$ cat config.mk
export PLATFORM = sky130hd
export DESIGN_NAME = dmem_port_arbiter
export DESIGN_NICKNAME = d
export VERILOG_FILES = /design/src/rtl/dmem_port_arbiter_pkg.sv /design/src/rtl/dmem_port_arbiter_starve_ctr.sv /design/src/rtl/dmem_port_arbiter.sv
export SDC_FILE = /design/constraint.sdc
export NUM_CORES = 1
export LEC_CHECK = 0
export CAP_MARGIN = 20
export CELL_PAD_IN_SITES_DETAIL_PLACEMENT = 0
export CELL_PAD_IN_SITES_GLOBAL_PLACEMENT = 1
export CORE_MARGIN = 5
export CORE_UTILIZATION = 19
export CTS_CLUSTER_SIZE = 24
export DETAILED_ROUTE_END_ITERATION = 6
export GPL_TIMING_DRIVEN = 1
export PLACE_DENSITY_LB_ADDON = 0.05
export SETUP_SLACK_MARGIN = 0.15
export SLEW_MARGIN = 20
export SYNTH_ARGS = -nofsm -noshare
export SYNTH_HDL_FRONTEND = slang
export SYNTH_SLANG_ARGS = --single-unit
$ cat constraint.sdc
create_clock -name clk -period 3.1 [get_ports clk]
set_input_delay 0.62 -clock clk [delete_from_list [all_inputs] [get_ports clk]]
set_output_delay 0.62 -clock clk [all_outputs]
set_load 0.05 [all_outputs]
$ cat src/rtl/dmem_port_arbiter_pkg.sv
// dmem_port_arbiter_pkg: shared state encoding and widths for the data-memory port arbiter.
package dmem_port_arbiter_pkg;
    localparam int DATA_W      = 32;
    localparam int ADDR_W      = 32;
    localparam int MEM_LAT_MAX = 4;

    typedef enum logic [1:0] {
        IDLE     = 2'd0,
        BUSY_CPU = 2'd1,
        BUSY_DMA = 2'd2
    } arb_state_t;
endpackage

$ cat src/rtl/dmem_port_arbiter_starve_ctr.sv
// arb_starve_ctr: saturating count of cycles the DMA requester has been refused.
module arb_starve_ctr
    import dmem_port_arbiter_pkg::*;
#(
    parameter int MAX = 8
) (
    input  logic clk,
    input  logic reset,
    input  logic inc,
    input  logic clr,
    output logic at_max
);
    logic [7:0] cnt;

    assign at_max = cnt == 8'(MAX);

    always_ff @(posedge clk or negedge reset) begin
        if (!reset)
            cnt <= '0;
        else if (clr)
            cnt <= '0;
        else if (inc && !at_max)
            cnt <= cnt + 8'd1;
    end
endmodule

$ cat src/rtl/dmem_port_arbiter.sv
// dmem_port_arbiter: shares one data-memory port between the CPU MEM stage and a DMA requester.
// Optional DMEM_ARB_STATS_EN adds saturating stall-cycle and DMA-grant counters.
module dmem_port_arbiter
    import dmem_port_arbiter_pkg::*;
#(
    parameter int MEM_LAT    = 1,
    parameter int STARVE_MAX = 8
) (
    input  logic              clk,
    input  logic              reset,
    input  logic              cpu_req,
    input  logic              cpu_we,
    input  logic [ADDR_W-1:0] cpu_addr,
    input  logic [DATA_W-1:0] cpu_wdata,
    output logic [DATA_W-1:0] cpu_rdata,
    output logic              cpu_stall,
    input  logic              dma_valid,
    input  logic              dma_we,
    input  logic [ADDR_W-1:0] dma_addr,
    input  logic [DATA_W-1:0] dma_wdata,
    output logic              dma_ready,
    output logic              dma_rvalid,
    output logic [DATA_W-1:0] dma_rdata,
    output logic              mem_en,
    output logic              mem_we,
    output logic [ADDR_W-1:0] mem_addr,
    output logic [DATA_W-1:0] mem_wdata,
    input  logic [DATA_W-1:0] mem_rdata
`ifdef DMEM_ARB_STATS_EN
    ,
    output logic [31:0]       stat_stall_cyc,
    output logic [15:0]       stat_dma_grants
`endif
);
    arb_state_t        state, next_state;
    logic [2:0]        lat_cnt;
    logic              own_we;
    logic [DATA_W-1:0] rdata_q;
    logic              at_max;
    logic              grant_cpu, grant_dma, last, cpu_done, dma_done, cpu_load_done;

    // Grants are gated by reset so every output reads 0 while reset is held.
    always_comb begin
        grant_cpu     = reset && state == IDLE && cpu_req && (!at_max || !dma_valid);
        grant_dma     = reset && state == IDLE && !grant_cpu && dma_valid;
        last          = lat_cnt == 3'(MEM_LAT);
        cpu_done      = state == BUSY_CPU && last;
        dma_done      = state == BUSY_DMA && last;
        cpu_load_done = cpu_done && !own_we && cpu_req;
        next_state    = grant_cpu ? BUSY_CPU :
                        grant_dma ? BUSY_DMA :
                        (state != IDLE && last) ? IDLE : state;
        mem_en        = grant_cpu || grant_dma;
        mem_we        = grant_cpu ? cpu_we : grant_dma && dma_we;
        mem_addr      = grant_cpu ? cpu_addr : grant_dma ? dma_addr : '0;
        mem_wdata     = grant_cpu ? cpu_wdata : grant_dma ? dma_wdata : '0;
        dma_ready     = grant_dma;
        dma_rvalid    = dma_done;
        dma_rdata     = dma_done ? mem_rdata : '0;
        cpu_rdata     = cpu_load_done ? mem_rdata : rdata_q;
        cpu_stall     = reset && cpu_req && !cpu_done;
    end

    always_ff @(posedge clk or negedge reset) begin
        if (!reset) begin
            state   <= IDLE;
            lat_cnt <= '0;
            own_we  <= 1'b0;
            rdata_q <= '0;
        end else begin
            state   <= next_state;
            lat_cnt <= mem_en ? 3'd1 : (state != IDLE && !last) ? lat_cnt + 3'd1 : 3'd0;
            own_we  <= grant_cpu ? cpu_we : grant_dma ? dma_we : own_we;
            if (cpu_load_done)
                rdata_q <= mem_rdata;
        end
    end

    arb_starve_ctr #(.MAX(STARVE_MAX)) u_starve (
        .clk   (clk),
        .reset (reset),
        .inc   (dma_valid && (grant_cpu || state == BUSY_CPU)),
        .clr   (grant_dma || !dma_valid),
        .at_max(at_max)
    );

`ifdef DMEM_ARB_STATS_EN
    always_ff @(posedge clk or negedge reset) begin
        if (!reset) begin
            stat_stall_cyc  <= '0;
            stat_dma_grants <= '0;
        end else begin
            if (cpu_stall && stat_stall_cyc != '1)
                stat_stall_cyc <= stat_stall_cyc + 32'd1;
            if (grant_dma && stat_dma_grants != '1)
                stat_dma_grants <= stat_dma_grants + 16'd1;
        end
    end
`endif
endmodule

==> out/results.txt, run 1 <==
Crit path largest cell delay: 0.38 ns
status: complete, no violations
Starting DRT DRC Count: 105
pwr dens: 788 nW/um^2
Arr. time, crit path: 2.22 ns
Top FF cell, synth: dfrtp_1
hpwl dp: 12200 um
worst-path maximum fanout: 17
Die ar.: 17600 um^2
DR vias: 3305
R2R Setup Slk: 1.14 ns
Peak Freq: 0.352 GHz
CTS Buf Count: 5
worst setup margin: 0.256 ns
Core Region: 14600 um^2
Crit path max-delay family: buffers and inverters
largest net degree at the start of global routing: 49
TritonCTS clock tree: yes
Initial Utilization: 19.5%
#FFs+latches synth: 46
1st-pass router iterations: 4
H-tree depth: 2
crit-path cells: inv_1, ha_1, nor4b_4, and2_4, a2111oi_4, buf_6, clkbuf_16, a22o_1, buf_12
Final setup viols: 0
Tcrit/Tclk final: 91.7%
yosys warns: 0
Final #Nets: 728
cell count after synthesis: 260
share of synthesized registers carrying an async set or reset: 100%
Crit-path slowest cell: dfrtp_1
max-cap violations: 0
drt drc: 0
Die Ht: 133 um
# IOs: 299
min-delay worst type: primary input to async pin
Remaining Overflow, GRT: 0
I/O Buffers: 298
RSZ-0062 raised after global routing: yes
P_leak: 3.15 nW
clk_lat worst skew: 0.29 ns
worst slew pin tran: 0.612 ns
final hold violations: 0
GRT Total Usage: 15.8%
WP buf/inv: 4
post-synthesis sequential area ratio: 40.2%
Sink Count: 46
Worst Path Required: 2.48 ns
initial antenna violation count: 2
post-route setup TNS: 0 ns
CP Class: flop to primary output
Clock transition at path regs: 0.07 ns
Slew HR: 59.2%
row count: 44
CP Capture Type: primary output
Netlist cell types: 33
Die Wd: 133 um
Routed WL per cell: 19.5 um
drt via density: 4.44
Setup Skew: 0.00679 ns
mapped cell area: 2860 um^2
Syn Area/Cell: 11.0 um^2
worst vdd ir: 0.000321 V
RD Place Congestion: 0.842
max-slew violations: 0
Worst setup SP type: flop
Area Growth Syn to Fin: 162%
Clock Path Buffers: 2
Post-synth EDFFs: 0
Synthesized Nets: 430
Post-Route WL: 14500 um
clock root cell: clkbuf_16
share of cells above drive strength 1: 34.9%
pre-CTS WS: 0.112 ns
Final ANT Viol Nets: 0
post-layout min period: 2.84 ns
first-pass GRT wire length: 21700 um
vias in the first global route: 3529
==> cell type report <==
type	instances	area, um^2
Multi-Input combinational cell	189	1590
Clock inverter	2	13.8
Fill cell	1304	7130
Sequential cell	46	1150
Timing Repair Buffer	312	4380
Clock buffer	6	129
Tap cell	184	230
Inverter	4	15.0
Antenna cell	1	2.50
==> where the power goes <==
group	total (mW)	internal (mW)	switching, mW
Sequential	0.928	0.837	0.0917
Clock	0.529	0.299	0.230
Combinational	4.46	2.13	2.33
==> sequential cells by signal, summed over array words and instances (netlist names) <==
signal	count
u_starve.cnt	8
lat_cnt	3
rdata_q	32
state	2
own_we	1
==> logic make-up after synthesis <==
| kind of cell | after synthesis | share of synthesized area [%] |
|---|---|---|
| xor+xnor | 6 | 1.84 |
| simple gates | 67 | 14.4 |
| compound gates | 78 | 23.7 |
| buf+inv | 25 | 4.81 |
| fa+ha+maj | 4 | 1.75 |
| mux | 34 | 13.3 |
| flops | 46 | 40.2 |
==> placed cells by master, fill, tap and decap left out, types with 3 or more instances in the layout <==
master and instances:
dfrtp_1 46, and2_1 33, xnor2_1 6, nand2_1 4, inv_1 4, clkdlybuf4s50_1 163
nor3_1 4, nor2_1 13, buf_4 17, o21ai_0 3, ha_1 4, nor3b_2 3
clkbuf_16 7, buf_12 127, mux2_2 32, a22o_1 65
==> per-layer routing <==
metal / track usage (%) / wire length (um)
met1: 18.0 / 5500
met3: 6.04 / 1310
met4: 4.10 / 317
met5: 0 / 13
met2: 27.7 / 7400
==> final timing paths <==
kind,from,endpoint,cells past startpoint
setup reg to reg,u_starve.cnt[1]$_DFFE_PN0P_,own_we$_DFFE_PN0P_,8
hold / removal,reset,rdata_q[20]$_DFF_PN0_,2
setup / recovery,u_starve.cnt[1]$_DFFE_PN0P_,mem_addr[9],9
min in group clk,lat_cnt[0]$_DFF_PN0_,lat_cnt[0]$_DFF_PN0_,1
max in group asynchronous,reset,lat_cnt[0]$_DFF_PN0_,2
hold reg to reg,lat_cnt[0]$_DFF_PN0_,lat_cnt[0]$_DFF_PN0_,1
==> stage by stage <==
stage          instances  instance area [um^2]  util, %  hold slack, ns  total power, mW
2_1_floorplan        260                  2860        -           0.324             3.10
6_report             744                  7510     51.3           0.510             5.92
3_3_place_gp         729                  7270     49.7           0.494             5.36
4_1_cts              738                  7420     50.7           0.522             5.94
5_1_grt              743                  7510     51.3           0.545             6.17
3_5_place_dp         729                  7270     49.7           0.509             5.39
==> synthesized netlist by cell type (all sizes together), types with 4 or more instances <==
library cell | number | area share [%]
dfrtp | 46 | 40
mux2 | 32 | 13
ha | 4 | 1.7
nand2 | 4 | 0.52
nor2 | 13 | 1.7
buf | 14 | 3.4
a22o | 65 | 20
nor3 | 4 | 0.70
o21ai | 4 | 0.70
clkbuf | 7 | 0.92
inv | 4 | 0.52
and2 | 34 | 7.5
xnor2 | 6 | 1.8
nor3b | 4 | 1.4
==> worst reg2reg max path, delay by kind of cell, from the launching register on <==
| kind | cells | cell delay (ns) |
|---|---|---|
| flip-flops | 1 | 0.40 |
| AO/OA/AOI/OAI | 2 | 0.41 |
| adder cells (fa/ha/maj) | 1 | 0.14 |
| AND/OR/NAND/NOR | 2 | 0.49 |
| buffers and inverters | 3 | 0.40 |
==> timing repair <==
action / in CTS / in global routing
endpoints found under the setup margin: 65 / 97
hold buffers: 0 / 0
resized for setup: 0 / 3
buffers inserted: 1 / 3
gates cloned: 0 / 2
pin swaps: 1 / 1
(Power assumes the default switching activity.)
==> run 2: changes to the inputs <==
--- a/config.mk
+++ b/config.mk
@@ -5,10 +5,10 @@
 export SDC_FILE = /design/constraint.sdc
 export NUM_CORES = 1
 export LEC_CHECK = 0
+export ABC_AREA = 1
 export CAP_MARGIN = 20
 export CELL_PAD_IN_SITES_DETAIL_PLACEMENT = 0
 export CELL_PAD_IN_SITES_GLOBAL_PLACEMENT = 1
-export CORE_MARGIN = 5
 export CORE_UTILIZATION = 19
 export CTS_CLUSTER_SIZE = 24
 export DETAILED_ROUTE_END_ITERATION = 6
==> run 2 against run 1 <==
Synthesized cell count grew 96%. Core utilization decreased by 2.7 points. Global-route usage rose by 1.5 points. Wire length up 8.8%. Highest routed layer is now met4.
==> out/results.txt, run 2 <==
hpwl dp: 12400 um (+1.9%)
yosys warns: 0 (unchanged)
Synthesized Nets: 680 (+58%)
vias in the first global route: 4184 (+19%)
commonest non-fill, non-tap cell in the layout: nand2_1
TritonCTS clock tree: yes
most frequent cell after synthesis: nand2_1
drt drc: 0 (unchanged)
clock root cell: clkbuf_16
reg2reg path depth: 9 (+1)
largest net degree at the start of global routing: 65 (+33%)
cell count after synthesis: 510 (+96%)
RD Place Congestion: 0.877 (+4.1%)
max-cap violations: 0 (unchanged)
worst-path maximum fanout: 31 (+14)
Layout Cells excl Fill: 1024 (+38%)
max-slew violations: 0 (unchanged)
synth cell count leaders: nand2_1, nand3_1, inv_1
reg2reg start: lat_cnt[1]$_DFF_PN0_
worst vdd ir: 0.000466 V (+45%)
Final #Nets: 973 (+34%)
Initial Utilization: 19.4% (-0.11 points)
Reg power frac: 14.9% (-0.8 points)
Clock transition at path regs: 0.06 ns (about the same)
Remaining Overflow, GRT: 0 (unchanged)
CP Capture Type: primary output
P_leak: 3.81 nW (+21%)
top-area cell type share of the netlist area: 35.7% (-4.5 points)
commonest non-fill, non-tap cells in the layout: nand2_1, clkdlybuf4s50_1, buf_12, nand3_1, inv_1
initial antenna violation count: 0 (-2)
RSZ-0062 raised after global routing: yes
worst slew pin tran: 0.561 ns (-0.0505 ns)
post-layout min period: 2.83 ns (-0.00923 ns)
Post-Place Cells: 1010 (+39%)
clock share of power: 9.3% (+0.4 points)
status: complete, no violations
mapped cell area: 3220 um^2 (+13%)
clk_lat worst skew: 0.29 ns (about the same)
combinational group share of total power: 75.8% (+0.4 points)
Slew HR: 62.5% (+3.3 points)
1st-pass router iterations: 7 (+3)
Starting DRT DRC Count: 171 (+63%)
row count: 47 (+6.8%)
Final setup viols: 0 (unchanged)
Post-Route WL: 15800 um (+8.8%)
drt via density: 4.16 (-6.4%)
GRT Total Usage: 17.3% (+1.5 points)
internal power component: 3.15 mW (-3.4%)
share of synthesized registers carrying an async set or reset: 100% (unchanged)
Clock Path Buffers: 2 (unchanged)
Net Switching: 2.83 mW (+6.7%)
Setup Skew: 0.00376 ns (-0.00302 ns)
Die Wd: 132 um (-0.38%)
Worst setup SP type: primary input
H-tree depth: 2 (unchanged)
area leader, netlist: dfrtp_1
first-pass GRT wire length: 23700 um (+9.0%)
Total Power: 5.98 mW (+1.1%)
#FFs+latches synth: 46 (unchanged)
pwr dens: 742 nW/um^2 (-5.8%)
# IOs: 299 (unchanged)
R2R Setup Slk: 1.30 ns (+0.16 ns)
Die Ht: 132 um (-0.38%)
Syn Area/Cell: 6.32 um^2 (-43%)
CTS Buf Count: 5 (unchanged)
Area Growth Syn to Fin: 150%
Peak Freq: 0.353 GHz (+0.33%)
Critical R2R Capture: rdata_q[27]$_DFF_PN0_
max FFs per register: 32 (unchanged)
I/O Buffers: 298 (unchanged)
Final ANT Viol Nets: 0 (unchanged)
Post-synth EDFFs: 0 (unchanged)
Top FF cell, synth: dfrtp_1
CTS Hold Buffers Added: 0 (unchanged)
Netlist cell types: 29 (-12%)
most flop-heavy register: rdata_q
post-synthesis sequential area ratio: 35.7% (-4.5 points)
Routed WL per cell: 15.4 um (-21%)
switch share: 47.3% (+2.5 points)
largest cells by area after synthesis: dfrtp_1, nand2_1, nand3_1
min-delay worst type: primary input to async pin
Arr. time, crit path: 2.21 ns (about the same)
Die ar.: 17500 um^2 (-0.75%)
DR vias: 4256 (+29%)
final hold violations: 0 (unchanged)
Tcrit/Tclk final: 91.4% (-0.30 points)
Core Region: 16600 um^2 (+13%)
Sink Count: 46 (unchanged)
CP Class: primary input to primary output
antenna cells: 0 (-1)
Top Registers: rdata_q (32), u_starve.cnt (8), lat_cnt (3)
share of cells above drive strength 1: 22.8% (-12 points)
Worst Path Required: 2.48 ns (about the same)
-- run 2: cell types whose count changed after synthesis, sizes merged, moves of 34 or more --
| cell | delta |
|---|---|
| a22o | -65 |
| and2 | -34 |
| inv | +53 |
| nand2 | +192 |
| nand3 | +71 |
| nor2 | +41 |
-- run 2: worst max path at each step --
stage,start,to,slack (ns),depth (start not counted)
2_1_floorplan,lat_cnt[1]$_DFF_PN0_,dma_rdata[10],-0.02,9
3_3_place_gp,cpu_req,mem_wdata[24],0.21,8
3_5_place_dp,cpu_req,mem_wdata[19],0.18,8
4_1_cts,u_starve.cnt[0]$_DFFE_PN0P_,mem_addr[6],0.15,12
5_1_grt,u_starve.cnt[0]$_DFFE_PN0P_,mem_wdata[19],0.13,12
6_report,cpu_req,mem_wdata[19],0.27,8
-- run 2: kinds of logic after synthesis --
kind of cell    count (synthesis)  synth area share, %
simple gates                  329                 43.4
fa+ha+maj                       4                 1.55
flops                          46                 35.7
xor+xnor                        2                0.544
compound gates                 42                 6.72
buf+inv                        87                 12.1
-- run 2: metrics by stage --
| step | setup slack, ns | TNS (ns) | utilization [%] | area (um^2) | hold slack, ns |
|---|---|---|---|---|---|
| final | 0.265 | 0 | 48.6 | 8070 | 0.331 |
| after global routing | 0.130 | 0 | 48.6 | 8070 | 0.344 |
| after CTS | 0.155 | 0 | 47.9 | 7940 | 0.318 |
| after detailed placement | 0.176 | 0 | 46.9 | 7780 | 0.466 |
| after global placement | 0.210 | 0 | 46.9 | 7780 | 0.462 |
| after floorplan | -0.0219 | -0.657 | - | 3230 | 0.324 |
-- run 2: worst max-delay path: stages --
cell,delay (ns)
clkdlybuf4s50_1,0.54
nand2_2,0.11
nor2_4,0.16
buf_12,0.18
buf_12,0.20
nand3_1,0.10
nand2_1,0.14
buf_12,0.15
-- run 2: power groups by stage --
stage,Sequential (mW),Clock [mW],Combinational (mW)
2_1_floorplan,0.883,0,2.17
3_3_place_gp,0.893,0,4.49
3_5_place_dp,0.901,0,4.51
4_1_cts,0.892,0.583,4.52
5_1_grt,0.912,0.606,4.75
6_report,0.891,0.557,4.53
-- run 2: metal layers --
layer	vias up	GRT usage (%)	share of wire (%)	wire length, um
met5	-	0	0	0
met4	0	4.47	1.5	242
met3	12	6.00	9.5	1500
met2	201	30.2	50	7860
met1	1872	20.1	39	6210
li1	2171	-	-	-
-- run 2: cell type report --
type | count | area, um^2
Tap cell | 220 | 275
Clock buffer | 7 | 143
Inverter | 57 | 221
Clock inverter | 1 | 8.76
Sequential cell | 46 | 1150
Multi-Input combinational cell | 377 | 1710
Timing Repair inverter | 1 | 5.00
Fill cell | 1615 | 8520
Timing Repair Buffer | 315 | 4550
-- run 2: what timing repair did --
item / CTS / global route
gates cloned: 0 / 4
buffers inserted: 0 / 2
pin swaps: 0 / 2
gates resized for setup: 1 / 9
endpoints found under the setup margin: 25 / 62
